==> src/rtl/enc_seq_pkg.sv <==
// enc_seq_pkg: shared definitions for the encoder block sequencer.
//   - enc_seq_state_e : sequencer FSM states
//   - DEF_* constants : default drain lengths, counter width, watchdog limit
//   - BLK_SIZE_*      : encoding of the blk_size input
package enc_seq_pkg;

    typedef enum logic [2:0] {
        ST_IDLE   = 3'd0,
        ST_START  = 3'd1,
        ST_ENCODE = 3'd2,
        ST_DRAIN  = 3'd3,
        ST_FLUSH  = 3'd4,
        ST_DONE   = 3'd5
    } enc_seq_state_e;

    // Subblock bytes drained for a 1056-bit and a 6144-bit block.
    localparam int unsigned DEF_SHORT_BYTES = 132;
    localparam int unsigned DEF_LONG_BYTES  = 768;
    localparam int unsigned DEF_CNT_W       = 10;
    localparam int unsigned DEF_WDOG_CYCLES = 16384;

    localparam logic BLK_SIZE_1056 = 1'b0;
    localparam logic BLK_SIZE_6144 = 1'b1;

endpackage

==> src/rtl/enc_seq_edge_arm.sv <==
// enc_seq_edge_arm: turns the level blk_ready into block requests.
//   A request is a registered rising edge of blk_ready, qualified by an
//   armed flag that only re-arms once blk_ready has been seen low, so a
//   level held high never requests twice. A request that lands while the
//   sequencer is busy is parked in a one-deep pending flag; a request that
//   finds pending already set is dropped and reported on overrun.
// Ports:
//   clk, rst      : clock, asynchronous active-high reset
//   blk_ready     : level from the upstream FIFO writer
//   idle          : sequencer is in IDLE and will take start_req this cycle
//   start_req     : a fresh or pending request is waiting
//   overrun       : one-cycle pulse when a request is lost
module enc_seq_edge_arm (
    input  logic clk,
    input  logic rst,
    input  logic blk_ready,
    input  logic idle,
    output logic start_req,
    output logic overrun
);

    logic prev_q, prev_d;
    logic armed_q, armed_d;
    logic req_q, req_d;
    logic pending_q, pending_d;
    logic rise;

    always_comb begin
        rise      = blk_ready && !prev_q && armed_q;
        prev_d    = blk_ready;
        armed_d   = armed_q;
        req_d     = rise;
        pending_d = pending_q;
        overrun   = 1'b0;

        if (rise) begin
            armed_d = 1'b0;
        end else if (!blk_ready) begin
            armed_d = 1'b1;
        end

        if (idle) begin
            // IDLE consumes one request; if a fresh one coincides with a
            // pending one, the fresh one becomes the new pending.
            pending_d = req_q && pending_q;
        end else if (req_q) begin
            if (pending_q) begin
                overrun = 1'b1;
            end else begin
                pending_d = 1'b1;
            end
        end
    end

    // prev resets high so a blk_ready still high after reset is not an edge.
    always_ff @(posedge clk or posedge rst) begin
        if (rst) begin
            prev_q    <= 1'b1;
            armed_q   <= 1'b1;
            req_q     <= 1'b0;
            pending_q <= 1'b0;
        end else begin
            prev_q    <= prev_d;
            armed_q   <= armed_d;
            req_q     <= req_d;
            pending_q <= pending_d;
        end
    end

    assign start_req = req_q || pending_q;

endmodule

==> src/rtl/enc_block_sequencer.sv <==
// enc_block_sequencer: sequences one code block through convEncoder_bs.
//   IDLE -> START (data_valid pulse) -> ENCODE (wait computation_done)
//   -> DRAIN (rdreq_subblock under sink_ready) -> FLUSH -> DONE -> IDLE.
// Optional macro ENC_SEQ_WATCHDOG_EN adds an ENCODE watchdog of WDOG_CYCLES
// cycles that pulses timeout and abandons the block; without it timeout=0.
// Handshake: rdreq_subblock is issued only in a cycle where sink_ready is
//   high; the encoder returns the q0/q1/q2 triple one cycle later, flagged by
//   out_valid, and the sink must take it in that cycle.
// Ports:
//   clk, reset          : clock, asynchronous active-high reset
//   blk_ready           : upstream block available (level)
//   blk_size, tail_byte_in : block configuration, sampled on acceptance
//   computation_done    : encoder finished
//   sink_ready          : downstream can take one triple this cycle
//   data_valid          : encoder start pulse
//   code_block_length, tail_byte : latched configuration
//   rdreq_subblock, out_valid    : subblock read strobe and its data valid
//   busy, block_done, overrun, timeout : status
//   state_dbg           : current FSM state for observation
module enc_block_sequencer
    import enc_seq_pkg::*;
#(
    parameter int unsigned SHORT_BYTES = DEF_SHORT_BYTES,
    parameter int unsigned LONG_BYTES  = DEF_LONG_BYTES,
    parameter int unsigned CNT_W       = DEF_CNT_W
`ifdef ENC_SEQ_WATCHDOG_EN
    ,
    parameter int unsigned WDOG_CYCLES = DEF_WDOG_CYCLES
`endif
) (
    input  logic           clk,
    input  logic           reset,
    input  logic           blk_ready,
    input  logic           blk_size,
    input  logic [7:0]     tail_byte_in,
    input  logic           computation_done,
    input  logic           sink_ready,
    output logic           data_valid,
    output logic           code_block_length,
    output logic [7:0]     tail_byte,
    output logic           rdreq_subblock,
    output logic           out_valid,
    output logic           busy,
    output logic           block_done,
    output logic           overrun,
    output logic           timeout,
    output enc_seq_state_e state_dbg
);

    enc_seq_state_e   state_q, state_d;
    logic [CNT_W-1:0] cnt_q, cnt_d;
    logic             cbl_q, cbl_d;
    logic [7:0]       tail_q, tail_d;
    logic             out_valid_q, out_valid_d;
    logic             start_req;
    logic             wdog_hit;

    enc_seq_edge_arm u_edge_arm (
        .clk       (clk),
        .rst       (reset),
        .blk_ready (blk_ready),
        .idle      (state_q == ST_IDLE),
        .start_req (start_req),
        .overrun   (overrun)
    );

`ifdef ENC_SEQ_WATCHDOG_EN
    localparam int unsigned WD_W = $clog2(WDOG_CYCLES + 1);
    logic [WD_W-1:0] wdog_q, wdog_d;

    // Counts cycles spent in ENCODE; zero on the first ENCODE cycle.
    always_comb begin
        wdog_d = '0;
        if (state_q == ST_ENCODE) begin
            wdog_d = wdog_q + WD_W'(1);
        end
    end

    always_ff @(posedge clk or posedge reset) begin
        if (reset) begin
            wdog_q <= '0;
        end else begin
            wdog_q <= wdog_d;
        end
    end

    assign wdog_hit = (wdog_q == WD_W'(WDOG_CYCLES - 1));
`else
    assign wdog_hit = 1'b0;
`endif

    always_comb begin
        state_d        = state_q;
        cnt_d          = cnt_q;
        cbl_d          = cbl_q;
        tail_d         = tail_q;
        data_valid     = 1'b0;
        rdreq_subblock = 1'b0;
        block_done     = 1'b0;
        timeout        = 1'b0;

        unique case (state_q)
            ST_IDLE: begin
                if (start_req) begin
                    cbl_d   = blk_size;
                    tail_d  = tail_byte_in;
                    cnt_d   = (blk_size == BLK_SIZE_6144) ? CNT_W'(LONG_BYTES)
                                                          : CNT_W'(SHORT_BYTES);
                    state_d = ST_START;
                end
            end
            ST_START: begin
                data_valid = 1'b1;
                state_d    = ST_ENCODE;
            end
            ST_ENCODE: begin
                if (computation_done) begin
                    state_d = ST_DRAIN;
                end else if (wdog_hit) begin
                    timeout = 1'b1;
                    state_d = ST_IDLE;
                end
            end
            ST_DRAIN: begin
                if (sink_ready && (cnt_q != '0)) begin
                    rdreq_subblock = 1'b1;
                    cnt_d          = cnt_q - CNT_W'(1);
                    if (cnt_q == CNT_W'(1)) begin
                        state_d = ST_FLUSH;
                    end
                end
            end
            // The last read's data appears during FLUSH.
            ST_FLUSH: state_d = ST_DONE;
            ST_DONE: begin
                block_done = 1'b1;
                state_d    = ST_IDLE;
            end
            default: state_d = ST_IDLE;
        endcase
    end

    assign out_valid_d = rdreq_subblock;

    always_ff @(posedge clk or posedge reset) begin
        if (reset) begin
            state_q     <= ST_IDLE;
            cnt_q       <= '0;
            cbl_q       <= 1'b0;
            tail_q      <= 8'h00;
            out_valid_q <= 1'b0;
        end else begin
            state_q     <= state_d;
            cnt_q       <= cnt_d;
            cbl_q       <= cbl_d;
            tail_q      <= tail_d;
            out_valid_q <= out_valid_d;
        end
    end

    assign code_block_length = cbl_q;
    assign tail_byte         = tail_q;
    assign out_valid         = out_valid_q;
    assign busy              = (state_q != ST_IDLE);
    assign state_dbg         = state_q;

endmodule

==> config.mk <==
export PLATFORM = sky130hd
export DESIGN_NAME = enc_block_sequencer
export DESIGN_NICKNAME = d
export VERILOG_FILES = /design/src/rtl/enc_seq_pkg.sv /design/src/rtl/enc_seq_edge_arm.sv /design/src/rtl/enc_block_sequencer.sv
export SDC_FILE = /design/constraint.sdc
export NUM_CORES = 1
export LEC_CHECK = 0
export ABC_AREA = 1
export CORE_MARGIN = 5
export CORE_UTILIZATION = 30
export DETAILED_ROUTE_END_ITERATION = 8
export HOLD_SLACK_MARGIN = 0.05
export SLEW_MARGIN = 40
export SYNTH_ARGS = -nofsm -noshare
export SYNTH_HDL_FRONTEND = slang
export SYNTH_SLANG_ARGS = --single-unit
==> constraint.sdc <==
create_clock -name clk -period 3.2 [get_ports clk]
set_clock_uncertainty 0.1 [all_clocks]
set_input_delay 0.64 -clock clk [delete_from_list [all_inputs] [get_ports clk]]
set_output_delay 0.64 -clock clk [all_outputs]
set_load 0.05 [all_outputs]
==> run metrics <==
largest net degree at the start of global routing 28; worst path cell trace nor2_1 > nand2_1 > inv_1 > nor3_2 > clkdlybuf4s50_1; initial DRC count 53; Max-slew headroom 66.0%; number of remaining DRC errors 0; post-placement setup slack 781 ps; via count between 1,000 and 1,500; clock input transition at the sequential cells of the worst setup and hold paths 100 ps; register bit count reported by yosys 27; Antenna Violating Nets Remaining 0; hold_buf cts 0; Worst Hold Depth 2; beginning of the worst hold path u_edge_arm.armed_q; crit start category register; final number of setup-violating endpoints 0; CTS H-Tree Depth 1; top-area cell type share of the netlist area 44.2%; CTS tree done; per-cell routed wire length approximately 11 µm; vias in the first global route 1,102; worst setup slack after layout 474 ps; ANT cells 0; worst setup path class reg -> out; via/cell ratio 4.50; cell area after synthesis roughly 1400 µm²; placement-stage cell area 1770 µm²; total half-perimeter wirelength after legalization and detailed placement 2100 µm; total nets after synthesis 184; buffer type at the clock tree root sky130_fd_sc_hd__clkbuf_8; worst-path maximum fanout 8; Post-Route WL 2770 µm; source of the worst register-to-register timing path cnt_q[0]; Die Footprint approximately 6200 µm²; ratio of final minimum period to clock period between 80% and 90%; effective utilization at floorplan 30.4%; slew at the pin with the worst max-slew slack 509 ps; P_leak 0.870 nW; final design instance area without fill roughly 1800 µm²; Critical Path Sink Type output pin; Layout area overhead 28.8%; total negative slack for setup checks 0 ps; Hold Path Sink u_edge_arm.armed_q; fraction of final layout cells sized beyond drive strength 1 11.4%; clock net sink count 27; count of standard-cell rows 25; maximum clock path buffer count 2; outcome completed; number of max-capacitance violations reported 0; 1st-pass router iterations 4; ratio of total power to cell area around 1200 nW/µm²; horizontal extent of the die 78.7 µm; Worst Reg-to-Reg Cells 9; reg2reg setup slack 1410 ps; post-synthesis cell type count 21; syn avg cell area around 8.4 µm²; final hold viol count 0; total power 2.16 mW; number of gates resized after cts 0; Hold WC Path Type reg -> reg; leading area contributor after synthesis sky130_fd_sc_hd__dfrtp_1; die height 78.7 µm; data required time of the worst path 2460 ps; final number of max-transition violations 0; Top Ports 33; fin nets 218; Syn Inst Count 168; Yosys warning total 0; Clock Latency Late Sink 280 ps; Core ar. 4660 µm²; initial antenna violation count 0; worst IR drop on VDD 0.661 mV; total clock buffers created by CTS 3; share of synthesized area occupied by flip-flops and latches 47.9%; CP peak stage delay about 800 ps; GRT Total Usage 9.74%; overflow left after global routing 0; number of buffers added on ports 31; cell with the largest stage delay on the worst path sky130_fd_sc_hd__clkdlybuf4s50_1; final weighted congestion in routability-driven placement 0.797; endpoint of the worst register-to-register path cnt_q[9]; setup repair after global routing missed its margin false; biggest area contributors in the synthesized netlist sky130_fd_sc_hd__dfrtp_1, sky130_fd_sc_hd__nand2_1, sky130_fd_sc_hd__nand3_1, sky130_fd_sc_hd__mux2_2, sky130_fd_sc_hd__inv_1; arrival time of data at the critical path endpoint 1990 ps; Max Clock Freq 367 MHz; global-route wire length before repair approximately 4900 µm; time the worst path needs with I/O delays and setup 2730 ps; post-CTS setup buffer count 0
==> sequential cells by signal, summed over array words and instances (netlist names) <==
| register | cells |
|---|---|
| u_edge_arm.prev_q | 1 |
| state_dbg | 3 |
| u_edge_arm.req_q | 1 |
| cnt_q | 10 |
| u_edge_arm.pending_q | 1 |
| tail_byte | 8 |
| out_valid | 1 |
| u_edge_arm.armed_q | 1 |
| code_block_length | 1 |
==> layer usage <==
metal,track usage [%],vias up,wire [µm]
met5,0,-,0
met4,3.32,0,29
met3,3.21,2,164
met2,16.0,25,1290
met1,11.9,526,1290
li1,-,594,-
==> power by group <==
group | total (mW) | internal [mW] | leakage [nW] | switching (mW)
logic | 1.35 | 0.467 | 0.508 | 0.881
registers | 0.605 | 0.491 | 0.336 | 0.113
clock network | 0.206 | 0.0915 | 0.0261 | 0.114
total | 2.16 | 1.05 | 0.870 | 1.11
==> cells in the mapped netlist <==
cell and n:
sky130_fd_sc_hd__nand3_4 1, sky130_fd_sc_hd__nand3_1 19, sky130_fd_sc_hd__nor3_4 1, sky130_fd_sc_hd__nand2_4 2, sky130_fd_sc_hd__nor2_1 17, sky130_fd_sc_hd__inv_1 21, sky130_fd_sc_hd__dfstp_2 2, sky130_fd_sc_hd__nor2_2 1
sky130_fd_sc_hd__dfrtp_1 25, sky130_fd_sc_hd__buf_4 1, sky130_fd_sc_hd__ha_1 2, sky130_fd_sc_hd__buf_6 2, sky130_fd_sc_hd__nor3_1 1, sky130_fd_sc_hd__mux2_2 8, sky130_fd_sc_hd__nand2_1 42, sky130_fd_sc_hd__inv_2 1
sky130_fd_sc_hd__xor2_1 4, sky130_fd_sc_hd__a21oi_1 5, sky130_fd_sc_hd__nand4_1 1, sky130_fd_sc_hd__o21ai_0 11, sky130_fd_sc_hd__conb_1 1
==> stage by stage <==
stage / cells / utilization [%] / hold slack (ps)
after global routing: 255 / 39.1 / 399
after CTS: 255 / 39.1 / 363
after detailed placement: 251 / 38.0 / 348
after floorplan: 168 / - / 334
after global placement: 251 / 38.0 / 350
final: 255 / 39.1 / 360
==> area by class of cell <==
type | instances | area, µm²
clock buffer | 3 | 41.3
clock inverter | 1 | 8.76
fill | 473 | 2840
inverter | 22 | 82.6
multi-input combinational | 116 | 629
sequential | 27 | 678
tap | 54 | 67.6
timing repair buffer | 32 | 315
==> critical path: cells and delay by family (launching register included) <==
kind	cells	cell delay, ps
buf+inv	2	900
flops	1	510
simple gates	3	290
==> kinds of logic after synthesis <==
group / after synthesis / synth area share, %
muxes: 8 / 6.37
AOI/OAI and AO/OA: 16 / 5.66
and+or+nand+nor: 85 / 27.6
xor gates and xnor gates: 4 / 2.48
buffers and inverters: 25 / 7.96
adders and majority gates: 2 / 1.77
DFF: 27 / 47.9
other: 1 / 0.265
==> worst max path at each step <==
stage / from / to
4_1_cts: state_dbg[2] / overrun
2_1_floorplan: state_dbg[2] / overrun
3_5_place_dp: state_dbg[2] / overrun
5_1_grt: state_dbg[2] / overrun
3_3_place_gp: state_dbg[2] / overrun
6_report: state_dbg[2] / overrun
==> cell usage in the layout, fill, tap and decap left out <==
cell | synthesis | final
sky130_fd_sc_hd__inv_1 | 21 | 21
sky130_fd_sc_hd__nor3_4 | 1 | 1
sky130_fd_sc_hd__ha_1 | 2 | 2
sky130_fd_sc_hd__buf_4 | 1 | 2
sky130_fd_sc_hd__dfstp_2 | 2 | 2
sky130_fd_sc_hd__clkbuf_8 | 0 | 3
sky130_fd_sc_hd__nor3_2 | 0 | 1
sky130_fd_sc_hd__nand2_4 | 2 | 2
sky130_fd_sc_hd__a21oi_1 | 5 | 5
sky130_fd_sc_hd__clkdlybuf4s50_1 | 0 | 30
sky130_fd_sc_hd__conb_1 | 1 | 1
sky130_fd_sc_hd__dfrtp_1 | 25 | 25
sky130_fd_sc_hd__o21ai_0 | 11 | 11
sky130_fd_sc_hd__mux2_2 | 8 | 8
sky130_fd_sc_hd__nand3_4 | 1 | 1
sky130_fd_sc_hd__xor2_1 | 4 | 4
sky130_fd_sc_hd__inv_2 | 1 | 1
sky130_fd_sc_hd__inv_6 | 0 | 1
sky130_fd_sc_hd__nor2_1 | 17 | 17
sky130_fd_sc_hd__nor2_2 | 1 | 1
sky130_fd_sc_hd__nand2_1 | 42 | 42
sky130_fd_sc_hd__nand4_1 | 1 | 1
sky130_fd_sc_hd__nand3_1 | 19 | 19
Note: power is estimated with default switching activity, not from simulation.
